===== src/rtl/ivc_buffer_pkg.sv =====
// Shared flit-format constants for the input virtual-channel buffer.
// Field positions, type codes, IDLE flit and VC count live here so all files agree.
package ivc_buffer_pkg;

    localparam int NUM_VC   = 4;
    localparam int FLIT_W   = 32;
    localparam int TYPE_MSB = 31;
    localparam int TYPE_LSB = 29;
    localparam int VC_MSB   = 28;
    localparam int VC_LSB   = 27;

    localparam logic [2:0] FT_HEAD = 3'b001;
    localparam logic [2:0] FT_BODY = 3'b010;
    localparam logic [2:0] FT_IDLE = 3'b011;
    localparam logic [2:0] FT_TAIL = 3'b100;

    localparam logic [FLIT_W-1:0] IDLE_FLIT = 32'h6000_0000;

    typedef enum logic {
        PKT_CLOSED = 1'b0,
        PKT_OPEN   = 1'b1
    } pkt_state_e;

    function automatic logic [2:0] flit_type(input logic [FLIT_W-1:0] flit);
        return flit[TYPE_MSB:TYPE_LSB];
    endfunction

    function automatic logic [1:0] flit_vc(input logic [FLIT_W-1:0] flit);
        return flit[VC_MSB:VC_LSB];
    endfunction

endpackage


===== src/rtl/vc_fifo.sv =====
// Per-VC flit FIFO: write visible at head from the next edge, no bypass; head is IDLE when empty.
// A push into a full FIFO is ignored unless a pop happens in the same cycle.
module vc_fifo
    import ivc_buffer_pkg::*;
#(
    parameter int DEPTH = 4
) (
    input  logic              clk,
    input  logic              reset_n,
    input  logic              push,
    input  logic [FLIT_W-1:0] push_data,
    input  logic              pop,
    output logic              full,
    output logic              empty,
    output logic [FLIT_W-1:0] head
);

    localparam int AW = $clog2(DEPTH);

    logic [AW-1:0]     wr_ptr;
    logic [AW-1:0]     rd_ptr;
    logic [AW:0]       count;
    logic [FLIT_W-1:0] mem [DEPTH];
    logic              do_push;
    logic              do_pop;

    assign full    = (count == (AW+1)'(DEPTH));
    assign empty   = (count == '0);
    assign do_pop  = pop & ~empty;
    assign do_push = push & (~full | do_pop);

    // Pointers are exactly log2(DEPTH) wide, so increment wraps modulo DEPTH.
    always_ff @(posedge clk or negedge reset_n) begin
        if (!reset_n) begin
            wr_ptr <= '0;
            rd_ptr <= '0;
            count  <= '0;
        end else begin
            if (do_push) wr_ptr <= wr_ptr + 1'b1;
            if (do_pop)  rd_ptr <= rd_ptr + 1'b1;
            case ({do_push, do_pop})
                2'b10:   count <= count + 1'b1;
                2'b01:   count <= count - 1'b1;
                default: count <= count;
            endcase
        end
    end

    always_ff @(posedge clk) begin
        if (do_push) mem[wr_ptr] <= push_data;
    end

    assign head = empty ? IDLE_FLIT : mem[rd_ptr];

endmodule


===== src/rtl/ivc_buffer.sv =====
// Input VC buffer: classifies flits per VC, enforces HEAD/BODY/TAIL order, queues accepted flits.
// Push-to-head latency 1 edge; pops on one-hot grant; credit pulse the cycle after each pop.
module ivc_buffer
    import ivc_buffer_pkg::*;
#(
    parameter int DEPTH = 4
) (
    input  logic              clk,
    input  logic              reset_n,
    input  logic [FLIT_W-1:0] data_in,
    input  logic              gnt1,
    input  logic              gnt2,
    input  logic              gnt3,
    input  logic              gnt4,
    output logic [FLIT_W-1:0] dm1_data_out,
    output logic [FLIT_W-1:0] dm2_data_out,
    output logic [FLIT_W-1:0] dm3_data_out,
    output logic [FLIT_W-1:0] dm4_data_out,
    output logic              req1,
    output logic              req2,
    output logic              req3,
    output logic              req4,
    output logic [NUM_VC-1:0] credit_out,
    output logic              err_overflow,
    output logic              err_protocol
);

    logic [NUM_VC-1:0] gnt_vec;
    logic              gnt_onehot;
    logic [NUM_VC-1:0] pop;
    logic [NUM_VC-1:0] push;
    logic [NUM_VC-1:0] full;
    logic [NUM_VC-1:0] empty;
    logic [FLIT_W-1:0] head [NUM_VC];

    logic [2:0]        ftype;
    logic [1:0]        vc;
    logic              hit_proto;
    logic              hit_ovf;
    pkt_state_e        state      [NUM_VC];
    pkt_state_e        state_next [NUM_VC];

    assign ftype = flit_type(data_in);
    assign vc    = flit_vc(data_in);

    // Only a single clean grant pops; anything else is treated as no grant at all.
    assign gnt_vec    = {gnt4, gnt3, gnt2, gnt1};
    assign gnt_onehot = (gnt_vec != '0) && ((gnt_vec & (gnt_vec - 4'd1)) == '0);
    assign pop        = gnt_onehot ? (gnt_vec & ~empty) : '0;

    always_comb begin
        push       = '0;
        hit_proto  = 1'b0;
        hit_ovf    = 1'b0;
        state_next = state;
        case (ftype)
            FT_IDLE: ;
            FT_HEAD, FT_BODY, FT_TAIL: begin
                if ((ftype == FT_HEAD) != (state[vc] == PKT_CLOSED)) begin
                    hit_proto = 1'b1;
                end else if (full[vc] && !pop[vc]) begin
                    // Dropped flits never advance the packet FSM.
                    hit_ovf = 1'b1;
                end else begin
                    push[vc] = 1'b1;
                    if (ftype == FT_HEAD)      state_next[vc] = PKT_OPEN;
                    else if (ftype == FT_TAIL) state_next[vc] = PKT_CLOSED;
                end
            end
            default: hit_proto = 1'b1;
        endcase
    end

    always_ff @(posedge clk or negedge reset_n) begin
        if (!reset_n) begin
            for (int i = 0; i < NUM_VC; i++) state[i] <= PKT_CLOSED;
            credit_out   <= '0;
            err_overflow <= 1'b0;
            err_protocol <= 1'b0;
        end else begin
            state        <= state_next;
            credit_out   <= pop;
            err_overflow <= err_overflow | hit_ovf;
            err_protocol <= err_protocol | hit_proto;
        end
    end

    for (genvar g = 0; g < NUM_VC; g++) begin : g_vc
        vc_fifo #(.DEPTH(DEPTH)) u_fifo (
            .clk       (clk),
            .reset_n   (reset_n),
            .push      (push[g]),
            .push_data (data_in),
            .pop       (pop[g]),
            .full      (full[g]),
            .empty     (empty[g]),
            .head      (head[g])
        );
    end

    assign dm1_data_out = head[0];
    assign dm2_data_out = head[1];
    assign dm3_data_out = head[2];
    assign dm4_data_out = head[3];

    assign req1 = ~empty[0];
    assign req2 = ~empty[1];
    assign req3 = ~empty[2];
    assign req4 = ~empty[3];

endmodule


===== config.mk =====
export PLATFORM = sky130hd
export DESIGN_NAME = ivc_buffer
export DESIGN_NICKNAME = d
export VERILOG_FILES = /design/src/rtl/ivc_buffer_pkg.sv /design/src/rtl/vc_fifo.sv /design/src/rtl/ivc_buffer.sv
export SDC_FILE = /design/constraint.sdc
export NUM_CORES = 1
export LEC_CHECK = 0
export ABC_AREA = 1
export BUFFER_PORTS_ARGS = -buffer_cell sky130_fd_sc_hd__clkbuf_2
export CORE_UTILIZATION = 40
export DETAILED_ROUTE_END_ITERATION = 10
export GPL_TIMING_DRIVEN = 0
export PLACE_DENSITY = 0.62
export REMOVE_ABC_BUFFERS = 1
export SLEW_MARGIN = 15
export SYNTH_ARGS = -nofsm -noshare
export SYNTH_HDL_FRONTEND = slang
export SYNTH_SLANG_ARGS = --single-unit

===== constraint.sdc =====
create_clock -name clk -period 4 [get_ports clk]
set_clock_uncertainty 0.05 [all_clocks]
set_input_delay 0.4 -clock clk [delete_from_list [all_inputs] [get_ports clk]]
set_output_delay 0.4 -clock clk [all_outputs]
set_load 0.01 [all_outputs]

**Word level (Yosys, flattened, before mapping)**

Memories as Yosys holds them, arrays and structs flattened.
Cells that the tools add are included.

- Register bits: 38
- Latch bits: 0
- RAM bits: 512
- Bits in read-only memories: 0
- Bits of input ports: 38
- Output and inout bits: 138
- Word-level logic and storage cells: 149
- Memories kept: 4

Memory list:

| name | words | width | read ports | clocked after memory_dff | wr ports | line | text |
|---|---|---|---|---|---|---|---|
| g_vc[0].u_fifo.mem | 4 | 32 | 1 | 0 | 1 | vc_fifo.sv:23 | `logic [FLIT_W-1:0] mem [DEPTH];` |
| g_vc[1].u_fifo.mem | 4 | 32 | 1 | 0 | 1 | vc_fifo.sv:23 |  |
| g_vc[2].u_fifo.mem | 4 | 32 | 1 | 0 | 1 | vc_fifo.sv:23 |  |
| g_vc[3].u_fifo.mem | 4 | 32 | 1 | 0 | 1 | vc_fifo.sv:23 |  |

- Add/subtract/negate cells: 17
- Multiply operators: 0
- Divide/modulo/power cells: 0
- Magnitude comparators: 4
- Equality and inequality tests: 17
- Shift operators: 0
- Multiplexer cells: 38
- Bitwise operators: 32
- Reductions and logical operators: 18

Operators with widths:

| kind | count |
|---|---|
| 32-bit 2-to-1 mux | 4 |
| 4-bit 2-to-1 mux | 6 |
| 3-bit one-hot mux with 2 select lines | 4 |
| 1-bit 2-to-1 mux | 18 |
| 2-bit by 1-bit adder with 2-bit output (second input constant) | 8 |
| 3-bit == test (second input constant) | 5 |
| 3-bit by 1-bit adder with 3-bit output (second input constant) | 4 |
| 4-bit bitwise AND | 3 |
| 3-bit zero test | 4 |
| 3-bit by 1-bit subtractor with 3-bit output (second input constant) | 4 |
| 1-bit inverter | 11 |
| 2-bit nonzero test | 5 |
| 1-bit bitwise AND | 8 |
| 2-bit by 1-bit == test with 1-bit output (second input constant) | 4 |
| 2-bit == test (second input constant) | 4 |
| 4-bit inverter | 2 |
| 1-bit binary-select mux with 2-bit select | 3 |
| 3-bit by 2-bit == test with 1-bit output (second input constant) | 2 |
| 1-bit bitwise OR | 6 |
| 1-bit demux with 2-bit select | 2 |
| 1-bit logical AND | 4 |
| 4-bit zero test | 1 |
| 4-bit bitwise OR | 1 |
| 4-bit AND reduction | 1 |
| 12 further kinds | 12 |

**Longest topological paths before layout**

Gate-level depths: netlist of the first run.

- Word-level depth: 15
- Depth in mapped cells: 16

**By module**

From an unflattened synthesis of the first run, not the netlist that was laid out.

- Cells, all modules: 1957
- Area, all modules: 22771.8 sq um

Modules (own cells, without submodules):

| module | instances | cells each | area each (sq um) | sequential area each (sq um) |
|---|---|---|---|---|
| vc_fifo (g_vc[2].u_fifo ...) | 2 | 431 | 5385.2 | 4018.9 |
| vc_fifo (g_vc[1].u_fifo) | 1 | 559 | 5883.1 | 4018.9 |
| vc_fifo (g_vc[0].u_fifo) | 1 | 431 | 5410.2 | 4018.9 |
| ivc_buffer | 1 | 105 | 708.2 | 250.2 |

**Worst setup path before layout of the first run**

Ideal clock, no wire load.

- Path kind: in2reg
- From: input data_in[30]
- To: memory g_vc[3].u_fifo.mem[0][0], enable pin
- Setup time: 0.421 ns
- Data arrival time: 2.613 ns
- Required time: 3.529 ns
- Path slack: 0.916 ns
- Stages on the path: 10
- Buffers on the path: 1
- Cell sequence: inv_2 nand2_1 nor2_4 a21oi_2 o21ai_1 nand3_2 inv_2 buf_6 nand2_2 nor2_1

- Longest elaborated chain between the ends: 7
- Elaborated cells on any way between the ends: 10

Ends and longest elaborated chain:

| what | line | text |
|---|---|---|
| start, declared | ivc_buffer.sv:10 | `input logic [FLIT_W-1:0] data_in,` |
| 3-bit by 1-bit == test with 1-bit output | ivc_buffer.sv:56, ivc_buffer.sv:59 |  |
| 1-bit != test | ivc_buffer.sv:59 | `if ((ftype == FT_HEAD) != (state[vc] == PKT_CLOSED)) begin` |
| 4-bit 2-to-1 mux | ivc_buffer.sv:59 |  |
| 4-bit 2-to-1 mux (*) | ivc_buffer.sv:56 | `case (ftype)` |
| 1-bit bitwise AND (*) | vc_fifo.sv:30 | `assign do_push = push & (~full \| do_pop);` |
| 1-bit 2-to-1 mux (*) | vc_fifo.sv:50 | `if (do_push) mem[wr_ptr] <= push_data;` |
| 1-bit 2-to-1 mux (not written as such) (*) | vc_fifo.sv:50 |  |
| end, declared | vc_fifo.sv:23 |  |

Every way passes the cells marked *; elsewhere a longest branch is shown, timed or not.

**Final worst setup path of the first run**

- From: register g_vc[0].u_fifo.rd_ptr[1]
- To: output dm1_data_out[20]

- Longest elaborated chain between the ends: 2

Ends and longest elaborated chain:

| what | line | text |
|---|---|---|
| start, declared | vc_fifo.sv:21 | `logic [AW-1:0] rd_ptr;` |
| start signal, assigned | vc_fifo.sv:40 | `if (do_pop) rd_ptr <= rd_ptr + 1'b1;` |
| memory 4 x 32 bit | -- |  |
| 32-bit 2-to-1 mux | vc_fifo.sv:53 | `assign head = empty ? IDLE_FLIT : mem[rd_ptr];` |
| end, declared | ivc_buffer.sv:15 | `output logic [FLIT_W-1:0] dm1_data_out,` |

No other way between the ends.

==> summary.md, run 1 <==
| Metric | Value |
|---|---|
| FF+latch count, synth | 550 |
| Initial core utilization | 40.67% |
| Min Hold Slack | 0.2158 ns |
| Worst Path Max Fanout | 35 |
| Antenna violations before repair | 0 |
| Global route overflow | 0 |
| Nature of the critical path endpoint | primary output |
| Lkg Pwr | 9.183 nW |
| Core Area | 0.05413 mm^2 |
| Crit path DAT | 3.33 ns |
| Die ar. | 0.05599 mm^2 |
| Ys async rst share | 6.909% |
| Wire per inst | 19.55 um |
| Clk_lat worst skew | 0.59 ns |
| Worst setup SP type | flop |
| Worst path slowest cell | clkinvlp_2 |
| Fin. Hold Viols | 0 |
| Tmin final | 3.783 ns |
| R2r setup slk | 0.61 ns |
| Min-delay src | data_in[26] |
| Yosys warns | 0 |
| Area Growth Syn to Fin | 17.71% |
| H-tree levels | 2 |
| I/O pins | 176 |
| Final cell count without fillers | 2702 |
| Total of max-cap violations | 0 |
| Outcome | completed |
| Post-DRT Antenna Nets | 0 |
| Worst R2R Path Depth | 13 |
| End of the worst hold path | g_vc[1].u_fifo.mem[3][26] |
| Family with the most delay on the worst path | buffers and inverters |
| Tot Pwr | 18.23 mW |
| Crit Reg-Reg Endpoint | g_vc[2].u_fifo.count[2] |
| Gpl congestion | 0.7878 |
| HPWL Detailed | 32990 um |
| WP buf/inv | 2 |
| Mean Syn Cell Area | 12.23 um^2 |
| Reg clk slew, reported paths | 0.06 ns |
| Largest net degree at the start of global routing | 67 |
| WP data required | 3.55 ns |
| Worst-Margin Slew | 1.151 ns |
| Worst IR Drop VDD | 530.2 uV |
| Max incr delay on CP | 0.95 ns |
| Layout cell share with drive strength beyond 1 | 16.55% |
| Setup Viol. Count Final | 0 |
| P per Cell Area | 703.5 mW/mm^2 |
| Vias | 13870 |
| Hold crit path type | in2reg |
| Post-CTS Repair Setup Buffers | 0 |
| First-pass GRT wire length | 80270 um |
| Antenna cell count | 0 |
| Critical setup path kind | reg2out |
| Mapped Area | 0.02202 mm^2 |
| Number of synthesized flops with an enable pin | 512 |
| CP Cell Sequence | clkinvlp_2 > nor2_1 > o21ai_0 > a21oi_1 > clkbuf_2 |
| Syn Inst Count | 1801 |
| Core Rows | 85 |
| Num CTS Buffers | 56 |
| Port Buffers | 175 |
| Cells after DPL | 2597 |
| Die height | 236.6 um |
| Worst r2r src | g_vc[2].u_fifo.count[1] |
| Vias/cell | 5.132 |
| Post-synthesis sequential area ratio | 74.14% |
| Slew HR | 23.17% |
| Fin crit share | 94.58% |
| Nets | 2023 |
| Dominant synthesized flop cell | edfxtp_1 |
| Vias in the first global route | 13520 |
| Gr usage total | 18.82% |
| Fmax | 264.3 MHz |
| Iter 0 DRT Violations | 1102 |
| CTS tree | yes |
| Final wirelength | 52820 um |
| Hold path depth | 1 |
| DRT Pass-1 Iters | 5 |
| Pins Over Slew Limit | 0 |
| # DRC | 0 |
| CTS root buffer | clkbuf_16 |
| Die width | 236.6 um |
| Clock Path Buffers | 3 |
| Netlist cell types | 31 |
| Clock sinks | 550 |
## kinds of logic (layout without fill, tap and decap cells)
family,count (synthesis),count (layout),share of synthesized area (%)
compound gates,395,395,9.257
simple gates,646,646,11.55
flops,550,550,74.14
buf+inv,172,377,2.989
xor+xnor,14,14,0.5568
fa+ha+maj,24,24,1.500
## how the worst max path moves through the flow
stage                                         from                  endpoint  slack, ns  cells past startpoint
after detailed placement   g_vc[2].u_fifo.count[1]   g_vc[2].u_fifo.count[2]       0.63                     13
after global placement    g_vc[2].u_fifo.rd_ptr[0]          dm3_data_out[30]      -1.13                      6
after global routing      g_vc[0].u_fifo.rd_ptr[1]          dm1_data_out[20]     -0.006                      5
after CTS                 g_vc[0].u_fifo.rd_ptr[0]          dm1_data_out[30]       0.23                      5
final                     g_vc[0].u_fifo.rd_ptr[1]          dm1_data_out[20]       0.22                      5
after floorplan            g_vc[2].u_fifo.count[2]  g_vc[2].u_fifo.mem[0][0]       0.79                      8
## where the power goes
part / total (mW) / internal (mW) / leakage (nW) / switching [mW]
Combinational: 5.89 / 2.00 / 3.22 / 3.89
Sequential: 7.02 / 6.46 / 5.07 / 0.567
Clock: 5.32 / 3.22 / 0.902 / 2.10
## stage by stage
step / setup WS (ns) / cell area [um^2] / utilization (%) / setup TNS, ns
2_1_floorplan: 0.7871 / 21640 / - / 0
3_3_place_gp: -1.129 / 23390 / 43.21 / -388.07
3_5_place_dp: 0.6254 / 24020 / 44.38 / 0
4_1_cts: 0.2258 / 25910 / 47.86 / 0
5_1_grt: -0.006458 / 25920 / 47.88 / -0.006458
6_report: 0.2167 / 25920 / 47.88 / 0
## routing by layer
| metal | vias up | part of all wire [%] | global-route usage (%) | wire length, um |
|---|---|---|---|---|
| li1 | 6617 | - | - | - |
| met4 | 0 | 1.9 | 4.959 | 999 |
| met1 | 6807 | 43 | 25.28 | 22780 |
| met5 | - | 0 | 0 | 0 |
| met2 | 381 | 49 | 31.76 | 26030 |
| met3 | 63 | 5.7 | 3.019 | 3008 |
## cells in the mapped netlist (10+ instances only)
master,count,area (um^2)
edfxtp_1,512,15370
dfrtp_1,38,950.9
nand2_1,56,210.2
clkbuf_1,70,262.8
o21ai_0,256,1281
nor2_1,542,2034
ha_1,20,250.2
a21oi_1,124,620.6
nand3_1,20,100.1
xor2_1,10,87.58
buf_1,22,82.58
inv_1,69,259.0
## layout by cell type, fill, tap and decap left out, types with 5 or more instances in the layout
cell type,instances
nor2_1,530
nand2_2,6
clkinv_2,6
nand4_1,6
inv_1,61
clkbuf_16,57
nand3_1,20
bufinv_16,9
o21ai_0,256
inv_2,13
nor2_4,17
dfrtp_2,6
edfxtp_1,512
clkinvlp_4,5
nand2_1,56
buf_12,13
xor2_1,10
ha_1,20
clkbuf_2,174
nor2_2,5
a21oi_1,124
buf_16,9
o311ai_0,8
dfrtp_1,30
clkinv_1,11
clkbuf_1,14
## sequential cells by signal, indices dropped and copies added (netlist names), named ones only
signal              cells
g_vc.u_fifo.mem       512
g_vc.u_fifo.count      12
g_vc.u_fifo.rd_ptr      8
g_vc.u_fifo.wr_ptr      8
credit_out              4
err_overflow            1
err_protocol            1
## what timing repair did
item / CTS / global route
setup endpoints to repair: 0 / 32
resized for setup: 0 / 1
hold buffers: 1 / 0
hold endpoints to repair: 38 / 0
## final cells by class
type / count / area (um^2)
fill: 4673 / 28210
tap: 696 / 870.8
timing repair buffer: 198 / 1394
timing repair inverter: 1 / 5.005
clock inverter: 30 / 371.6
multi-input combinational: 1079 / 5145
sequential: 550 / 16340
inverter: 75 / 285.3
clock buffer: 73 / 1506
No activity file was read; power rests on OpenSTA's default activity.
==> run 2, diff against run 1 <==
--- a/config.mk
+++ b/config.mk
@@ -7,6 +7,7 @@
 export LEC_CHECK = 0
 export ABC_AREA = 1
 export BUFFER_PORTS_ARGS = -buffer_cell sky130_fd_sc_hd__clkbuf_2
+export CORE_ASPECT_RATIO = 1.1
 export CORE_UTILIZATION = 40
 export DETAILED_ROUTE_END_ITERATION = 10
 export GPL_TIMING_DRIVEN = 0
==> constraint.sdc (replaced) <==
create_clock -name clk -period 4 [get_ports clk]
set_clock_uncertainty 0.05 [all_clocks]
set_input_delay 0.4 -clock clk [delete_from_list [all_inputs] [get_ports clk]]
set_output_delay 0.4 -clock clk [all_outputs]
set_load 0.05 [all_outputs]
==> run 2 against run 1 <==
- core utilization down 0.29 points
- global-route usage up 0.30 points
- critical endpoint is now dm1_data_out[26]
- wire length up 1.2%
==> summary.md, run 2 (same netlist as run 1, synthesis figures left out) <==
| Metric | Value |
|---|---|
| Outcome | completed |
| Gpl congestion | 0.7926 |
| Clk_lat worst skew | 0.60 ns |
| Cells after DPL | 2628 |
| Wire per inst | 19.59 um |
| Final cell count without fillers | 2729 |
| Post-DRT Antenna Nets | 0 |
| TNS Setup | 0 ns |
| Iter 0 DRT Violations | 1088 |
| Area Growth Syn to Fin | 16.72% |
| P per Cell Area | 806.8 mW/mm^2 |
| Design Area, Final | 0.02570 mm^2 |
| Fmax | 261.2 MHz |
| Clock sinks | 550 |
| Fin. Hold Viols | 0 |
| Worst-Margin Slew | 1.111 ns |
| Vias in the first global route | 13270 |
| Slew HR | 25.47% |
| Crit path DAT | 3.38 ns |
| Core Rows | 89 |
| Most frequent cells in the layout | nor2_1 (530), edfxtp_1 (512), o21ai_0 (256), clkbuf_2 (174), a21oi_1 (124) |
| WP data required | 3.55 ns |
| Tmin final | 3.828 ns |
| CTS root buffer | clkbuf_16 |
| Reg clk slew, reported paths | 0.06 ns |
| Lkg Pwr | 9.062 nW |
| Vias/cell | 5.107 |
| # DRC | 0 |
| Initial core utilization | 40.77% |
| Commonest non-fill, non-tap cell in the layout | nor2_1 |
| Num CTS Buffers | 54 |
| Antenna violations before repair | 1 |
| Number of flip-flops under the largest register name | 512 |
| Nets | 2020 |
| Critical setup path kind | reg2out |
| I/O pins | 176 |
| Hold crit path type | in2reg |
| Worst Path Max Fanout | 30 |
| Pins Over Slew Limit | 0 |
| Antenna cell count | 0 |
| Total of max-cap violations | 0 |
| H-tree levels | 2 |
| Post-DP Area | 0.02407 mm^2 |
| Worst IR Drop VDD | 605.4 uV |
| Top flop regs | g_vc.u_fifo.mem: 512 flops, g_vc.u_fifo.count: 12 flops |
| Worst setup SP type | flop |
| DRT Pass-1 Iters | 7 |
| Fin util | 47.58% |
| Die width | 225.7 um |
| Largest net degree at the start of global routing | 67 |
| Global route overflow | 0 |
| First-pass GRT wire length | 79920 um |
| Setup Viol. Count Final | 0 |
| Final wirelength | 53470 um |
| Vias | 13940 |
| Gr usage total | 19.12% |
| Port Buffers | 175 |
| Min Hold Slack | 0.2155 ns |
| Clock Path Buffers | 3 |
| Post-CTS Repair Setup Buffers | 0 |
| Nature of the critical path endpoint | primary output |
| Layout cell share with drive strength beyond 1 | 16.09% |
| Core Area | 0.05401 mm^2 |
| HPWL Detailed | 33320 um |
| Die ar. | 0.05599 mm^2 |
| Die height | 248.1 um |
| RSZ-0062 raised after global routing | false |
| Fin crit share | 95.70% |
| Top reg by flops | g_vc.u_fifo.mem |
| CTS tree | yes |
==> run 2: layout make-up <==
type | instances | area, um^2
Inverter | 75 | 287.8
Clock inverter | 29 | 128.9
Clock buffer | 70 | 1475
Fill cell | 4689 | 28310
Sequential cell | 550 | 16340
Multi-Input combinational cell | 1079 | 5145
Timing Repair Buffer | 197 | 1404
Tap cell | 728 | 910.9
Timing Repair inverter | 1 | 7.507
==> run 2: final timing paths <==
check                                   startpoint                        end  slack (ns)  cells past startpoint
setup / recovery           g_vc[0].u_fifo.count[0]           dm1_data_out[26]        0.17                      5
hold / removal                         data_in[14]  g_vc[1].u_fifo.mem[2][14]        0.22                      1
setup reg to reg           g_vc[2].u_fifo.count[1]    g_vc[2].u_fifo.count[2]        0.58                     13
hold reg to reg                               flop                       flop        0.43                      2
max in group asynchronous                  reset_n   g_vc[0].u_fifo.rd_ptr[0]        2.79                      2
min in group asynchronous                  reset_n               err_overflow        0.43                      2
==> run 2: repair_timing <==
item	in CTS	in global routing
gates resized for setup	0	4
hold endpoints to repair	38	0
endpoints found under the setup margin	0	32
hold buffers	1	0
==> run 2: critical path: stages, from the launching register on <==
cell      delay [ns]
dfrtp_1         0.38
nor2_1          0.08
nand2_1         0.23
clkinv_1        0.93
a21oi_1         0.78
clkbuf_2        0.38
==> run 2: report_power, final <==
group | leakage, nW | switching [mW] | internal, mW
registers | 5.07 | 0.667 | 6.45
clock network | 0.784 | 2.08 | 2.58
logic | 3.21 | 6.97 | 1.98
total | 9.06 | 9.72 | 11.0
==> run 2: metrics by stage <==
step           power, mW  worst slack (ns)
6_report           20.74            0.1720
5_1_grt            21.77          0.007053
4_1_cts            20.94           0.08544
3_5_place_dp       16.28            0.5433
3_3_place_gp       16.06            -1.226
2_1_floorplan      13.39           -0.2486
==> run 2: metal layers <==
layer | track usage, % | vias to the layer above | part of all wire [%]
li1 | - | 6599 | -
met1 | 25.76 | 6917 | 43
met2 | 31.99 | 364 | 49
met3 | 3.586 | 56 | 6.0
met4 | 4.682 | 2 | 1.8
met5 | 0 | - | 0.015
